$ cat config.mk
export PLATFORM = sky130hd
export DESIGN_NAME = ika87ad_microcode_sequencer
export DESIGN_NICKNAME = d
export VERILOG_FILES = /design/src/rtl/ika87ad_microcode_sequencer.sv
export SDC_FILE = /design/constraint.sdc
export NUM_CORES = 1
export LEC_CHECK = 0
export CORE_UTILIZATION = 45
export CTS_CLUSTER_DIAMETER = 200
export DETAILED_ROUTE_END_ITERATION = 8
export PLACE_DENSITY_LB_ADDON = 0.2
export SYNTH_ARGS = -nofsm -noshare
export SYNTH_HDL_FRONTEND = slang
export SYNTH_SLANG_ARGS = --single-unit
$ cat constraint.sdc
create_clock -name i_CLK -period 1.7 [get_ports i_CLK]
set_input_delay 0.17 -clock i_CLK [delete_from_list [all_inputs] [get_ports i_CLK]]
set_output_delay 0.17 -clock i_CLK [all_outputs]
set_load 0.02 [all_outputs]
$ cat src/rtl/ika87ad_microcode_sequencer.sv
// Microcode ROM address sequencer: steps through a decoded routine, inserts the
// interrupt-entry routine, and returns to the IRD entry when the routine retires.
//
// state | meaning
// S_IRD | parked on IRD_ADDR, waiting for an interrupt or a decoded start address
// S_RUN | stepping addr/step through the active routine until step == last
module ika87ad_microcode_sequencer #(
   parameter logic [7:0] IRD_ADDR = 8'd127,
   parameter logic [7:0] INT_ADDR = 8'd96,
   parameter logic [1:0] INT_LEN  = 2'd3
) (
   input  logic       i_CLK,
   input  logic       i_RST,
   input  logic       i_CEN,
   input  logic       i_STALL,
   input  logic       i_ABORT,
   input  logic       i_DEC_VALID,
   input  logic [7:0] i_DEC_START_ADDR,
   input  logic [1:0] i_DEC_LEN,
   input  logic       i_INT_REQ,
   input  logic       i_SUSP_HOLD,
   output logic       o_MCROM_READ_TICK,
   output logic [7:0] o_MCROM_ADDR,
   output logic [1:0] o_MC_STEP,
   output logic       o_BUSY,
   output logic       o_DEC_ACK,
   output logic       o_INT_ACK,
   output logic       o_INSTR_DONE
);

   typedef enum logic {S_IRD, S_RUN} state_t;

   state_t     state;
   logic [7:0] addr;
   logic [1:0] step;
   logic [1:0] last;
   logic       tick;
   logic       dec_ack;
   logic       int_ack;
   logic       instr_done;

   assign tick = i_CEN & ~i_STALL & ~i_RST;

   always_ff @(posedge i_CLK or posedge i_RST) begin
      if (i_RST) begin
         state      <= S_IRD;
         addr       <= IRD_ADDR;
         step       <= 2'd0;
         last       <= 2'd0;
         dec_ack    <= 1'b0;
         int_ack    <= 1'b0;
         instr_done <= 1'b0;
      end else begin
         dec_ack    <= 1'b0;
         int_ack    <= 1'b0;
         instr_done <= 1'b0;
         // abort only needs the machine-cycle enable, so it cuts through bus stalls
         if (i_CEN && i_ABORT) begin
            state <= S_IRD;
            addr  <= IRD_ADDR;
            step  <= 2'd0;
         end else if (tick) begin
            case (state)
               S_IRD: begin
                  if (i_INT_REQ) begin
                     state   <= S_RUN;
                     addr    <= INT_ADDR;
                     last    <= INT_LEN;
                     step    <= 2'd0;
                     int_ack <= 1'b1;
                  end else if (i_DEC_VALID) begin
                     state   <= S_RUN;
                     addr    <= i_DEC_START_ADDR;
                     last    <= i_DEC_LEN;
                     step    <= 2'd0;
                     dec_ack <= 1'b1;
                  end else begin
                     addr <= IRD_ADDR;
                  end
               end
               S_RUN: begin
                  if (step != last) begin
                     addr <= addr + 8'd1;
                     step <= step + 2'd1;
                  end else if (!i_SUSP_HOLD) begin
                     state      <= S_IRD;
                     addr       <= IRD_ADDR;
                     step       <= 2'd0;
                     instr_done <= 1'b1;
                  end
               end
               default: begin
                  state <= S_IRD;
                  addr  <= IRD_ADDR;
                  step  <= 2'd0;
               end
            endcase
         end
      end
   end

   assign o_MCROM_READ_TICK = tick;
   assign o_MCROM_ADDR      = addr;
   assign o_MC_STEP         = step;
   assign o_BUSY            = (state == S_RUN);
   assign o_DEC_ACK         = dec_ack;
   assign o_INT_ACK         = int_ack;
   assign o_INSTR_DONE      = instr_done;

endmodule

## Yosys cells after proc, flatten, opt, wreduce, memory -nomap -nowiden

Cells that the tools add are included.
W data, S select, Z words.

- Flip-flop bits (word level): 16
- Output and inout bits: 15
- Word-level logic and storage cells: 60

- Add/sub/neg operators: 2
- Equal/unequal tests: 3
- Multiplexer cells: 36
- Bitwise operators: 6
- Reduce and logical (&&, ||, !) cells: 6

Operators by type and width:

| operator | number |
|---|---|
| $mux W8 | 6 |
| $mux W1 | 19 |
| $mux W2 | 8 |
| $pmux W8 S2 | 1 |
| $add A8 B1 Y8 const B | 1 |
| $ne A4 B2 Y1 const B | 1 |
| $ne A4 B4 Y1 const B | 1 |
| $not A1 Y1 | 4 |
| $pmux W2 S2 | 1 |
| $reduce_and A4 Y1 | 1 |
| $reduce_bool A2 Y1 | 2 |
| $reduce_and A3 Y1 | 1 |
| $add A2 B1 Y2 const B | 1 |
| $and A1 B1 Y1 | 2 |
| $ne A2 B2 Y1 | 1 |
| $pmux W1 S2 | 1 |
| $reduce_and A2 Y1 | 1 |
| $logic_and A1 B1 Y1 | 1 |

## Depth between registers and ports, before layout

- Depth in word-level cells: 5
- Gate-level depth with buffers: 6
- Gate-level depth less buffers: 5

## Worst setup path before layout

No wires, ideal clock.

- Path kind: register -> register
- Start: reg addr[2] (netlist: o_MCROM_ADDR[2])
- End: reg addr[7] (netlist: o_MCROM_ADDR[7])
- Setup time: 66 ps
- Arrival time: 1537 ps
- Required time: 1634 ps
- Path slack: 97 ps
- Cell stages (with the launch flop): 6
- Buffers on the path: 1
- Path through: dfstp_2 -> clkbuf_1 -> nand4_1 -> or3_1 -> a21oi_1 -> a221o_1

- Word-level cells in the longest chain between the ends: 5

RTL lines:

| item | line | text |
|---|---|---|
| start: declaration | 34 | `logic [7:0] addr;` |
| start signal: assignment | 73 | `addr <= i_DEC_START_ADDR;` |
| start signal: assignment | 83 | `addr <= addr + 8'd1;` |
| $add A8 B1 Y8 | 83 |  |
| $mux W8 | 82 | `if (step != last) begin` |
| $pmux W8 S2 | 63 | `case (state)` |
| $mux W8 | 62 | `end else if (tick) begin` |
| $mux W8 | 58 | `if (i_CEN && i_ABORT) begin` |

No other way between the ends. The select of a mux whose other input is x is not followed.
A chain may end at the register's enable or synchronous reset.

## Worst setup path in the final report

- Start: reg step[1] (netlist: o_MC_STEP[1])
- End: out o_MC_STEP[1]

RTL lines:

| item | line | text |
|---|---|---|
| start: declaration | 35 | `logic [1:0] step;` |
| start signal: assignment | 84 | `step <= step + 2'd1;` |
| end: declaration | 24 | `output logic [1:0] o_MC_STEP,` |

No word-level cell between the ends.

==> results.cfg <==
[yosys]
ys_seq_area_frac = 0.3907
synth_area_um2 = 1047
synth_nets = 136
ys_warn_count = 0
synth_edf_count = 0
netlist_instances = 117
synth_cell_types = 43
synthArstFlopShare = 1.000
ys_ff_latch = 16
yosysTopAreaCell = dfrtp_1
synthFlopType = dfrtp_1
synth_top_cell_area_share = 0.2151
synth.area.top_cells = dfrtp_1, dfstp_2, nand2_1
synth_area_per_cell_um2 = 8.951

[pwr]
pwr-share-clk = 0.228
ir_worst_vdd_v = 0.0004368
p_leak_nw = 0.6609
power_density_nw_per_um2 = 767.2
switchingPower_uw = 393.5
comb_power_share = 0.348
intPower_uw = 763.2
swShare = 0.3402
power_frac_seq = 0.423

[drt]
via_per_inst = 5.866
drc_errors = 0
num_vias = 1097
wl_per_cell_um = 14.43
drt-initial-drc-count = 28
firstDrtPassIters = 4
antenna_left = 0
postRouteWirelength_um = 2699

[clocking]
cts.path.max_buffers = 2
htree_levels = 1
cts_buffers = 3
root_buffer = clkbuf_4
ctsHoldBuffers = 0
clk_pin_slew_ns = 0.10
clk_latency_ns = 0.30
cts_sinks = 16
cts_tree = yes

[job]
cap_violations = 0

[floorplanning]
die_height_um = 50.24
rows = 17
coreArea_um2 = 2212
top_level_ports = 33
dieWidth_um = 50.24
die_area_um2 = 2524
initial_utilization = 0.4734

[timing]
max_freq_mhz = 602.7
clock_skew_ns = 0.0005637
fin_tns_setup_ns = 0
rsz0062_at_grt = no
hold_violations = 0
worstMarginPinSlew_ns = 0.6479
timing.final.crit_share = 0.9760
period_minus_slack_ns = 1.659
drv_slew = 0
slew_headroom = 0.5676
finalSetupViolCount = 0

[hold_path]
hold_class = in2async

[critical_path]
r2r_slack_ns = 0.07
worstPathMaxFanout = 5
crit_required_ns = 1.53
path_cells = buf_4 -> clkdlybuf4s50_1
crit_type = reg2out
r2r-start = o_MC_STEP[0]$_DFFE_PP0P_
endpoint_kind = output pin
cp-start-kind = flip-flop
cpMaxStageDelayCell = clkdlybuf4s50_1
reg2regPathDepth = 5
r2r-end = o_MCROM_ADDR[1]$_DFFE_PP1P_
critPathArrivalTime_ns = 1.49
cp_slowest_stage_delay_ns = 0.60

[layout]
antenna_cells = 0
area_delta_synth_final_pct = 43.97
fillers = 200
drive_gt1_frac = 0.1887
fin_util = 0.6816
final_area_um2 = 1508
fin_nets = 179

[global_routing]
antenna_found_initial = 0
grt_usage = 0.2346
grt_pass1_wl_um = 4443
grt_max_degree = 17
grt_pass1_vias = 988
overflow = 0

[placement]
dpl-instance-area_um2 = 1461
gp_congestion = 0.8564
hpwlAfterDp_um = 2043
io_buffers = 32

[status]
status = finished clean
[worst max-delay path by stage]
stage / endpoint / start
final: o_MC_STEP[1] / o_MC_STEP[1]$_DFFE_PP0P_
after global routing: o_MC_STEP[1] / o_MC_STEP[1]$_DFFE_PP0P_
after CTS: o_MCROM_ADDR[4] / o_MCROM_ADDR[4]$_DFFE_PP1P_
after detailed placement: o_MCROM_READ_TICK / i_CEN
after global placement: o_MCROM_READ_TICK / i_CEN
after floorplan: o_MCROM_ADDR[7]$_DFFE_PP0P_ / o_MCROM_ADDR[2]$_DFFE_PP1P_
[per-stage QoR]
step / worst slack (ns) / hold WS, ns / std cells / total power [mW]
floorplan: 0.09691 / 0.07873 / 117 / 0.7411
global placement: -0.1449 / 0.4813 / 183 / 0.8879
detailed placement: -0.1812 / 0.4943 / 183 / 0.9037
CTS: 0.005968 / 0.2914 / 187 / 1.158
global route: 0.01133 / 0.3182 / 187 / 1.218
finish: 0.04081 / 0.2678 / 187 / 1.157
[sequential cells by signal, indices dropped and copies added (netlist names)]
signal,cells
o_BUSY,1
o_MCROM_ADDR,8
o_INT_ACK,1
last,2
o_INSTR_DONE,1
o_DEC_ACK,1
o_MC_STEP,2
[power groups by stage]
stage               clock [mW]  combinational [mW]  sequential (mW)
finish                   0.264               0.403            0.490
global route             0.281               0.441            0.497
CTS                      0.269               0.402            0.487
detailed placement           0               0.409            0.494
global placement             0               0.398            0.490
floorplan                    0               0.244            0.497
[synthesized netlist by cell type, types with 2 or more instances]
| cell type | number |
|---|---|
| nor3_1 | 3 |
| o21ai_1 | 3 |
| dfrtp_1 | 9 |
| nor2_1 | 10 |
| a31oi_1 | 2 |
| nand3_1 | 6 |
| inv_1 | 9 |
| nand2_1 | 11 |
| dfstp_2 | 7 |
| a22oi_1 | 5 |
| or3_1 | 2 |
| nand2b_1 | 3 |
| o2111ai_1 | 2 |
| o211ai_1 | 4 |
| a2bb2oi_1 | 4 |
| clkbuf_1 | 4 |
| xnor2_1 | 2 |
| a21oi_1 | 2 |
| nand4_1 | 2 |
| o21ai_0 | 2 |
| o22a_1 | 2 |
| and2_1 | 2 |
[cell families after synthesis]
group	count (synthesis)	share of synthesized area
buf+inv	15	0.06211
compound gates	35	0.2545
simple gates	46	0.2402
fa+ha+maj	1	0.01195
xor+xnor	4	0.04063
flops	16	0.3907
[layer usage]
| metal | vias to the layer above | global-route usage | wire [um] |
|---|---|---|---|
| met5 | - | 0 | 0 |
| met4 | 0 | 0.08571 | 38 |
| met3 | 5 | 0.02727 | 142 |
| met2 | 37 | 0.3933 | 1338 |
| met1 | 535 | 0.3073 | 1179 |
| li1 | 520 | - | - |
[critical path: cells and delay by family, from the launching register on]
family	cells	cell delay (ns)
buf+inv	2	0.76
flops	1	0.43
[cells in the final DEF (no fill, tap or decap), types with 3 or more instances in the layout]
master,n
nor2_1,10
clkdlybuf4s50_1,26
nand2_1,11
dlygate4sd2_1,3
dfrtp_1,8
nand3_1,6
nand2b_1,3
buf_4,12
a2bb2oi_1,4
o21ai_1,3
dfstp_2,7
nor3_1,3
clkbuf_4,3
inv_1,9
a22oi_1,5
o211ai_1,4
[repair_timing]
| item | 4_1_cts | 5_1_grt |
|---|---|---|
| pin swaps | 0 | 0 |
| gates cloned | 0 | 0 |
| endpoints found under the hold margin | 0 | 0 |
| gates resized for setup | 4 | 5 |
| setup buffers | 0 | 0 |
| setup endpoints to repair | 4 | 9 |
[layout make-up]
type                    count  area [um2]  share of cell area
multi-input cells          86       580.6              0.3851
repair buffers             44       411.6              0.2730
flip-flops and latches     16       410.4              0.2722
clock buffers               4       36.28             0.02407
well taps                  28       35.03             0.02324
inverters                   9       33.78             0.02241
Power figures use the tool's default switching activity.
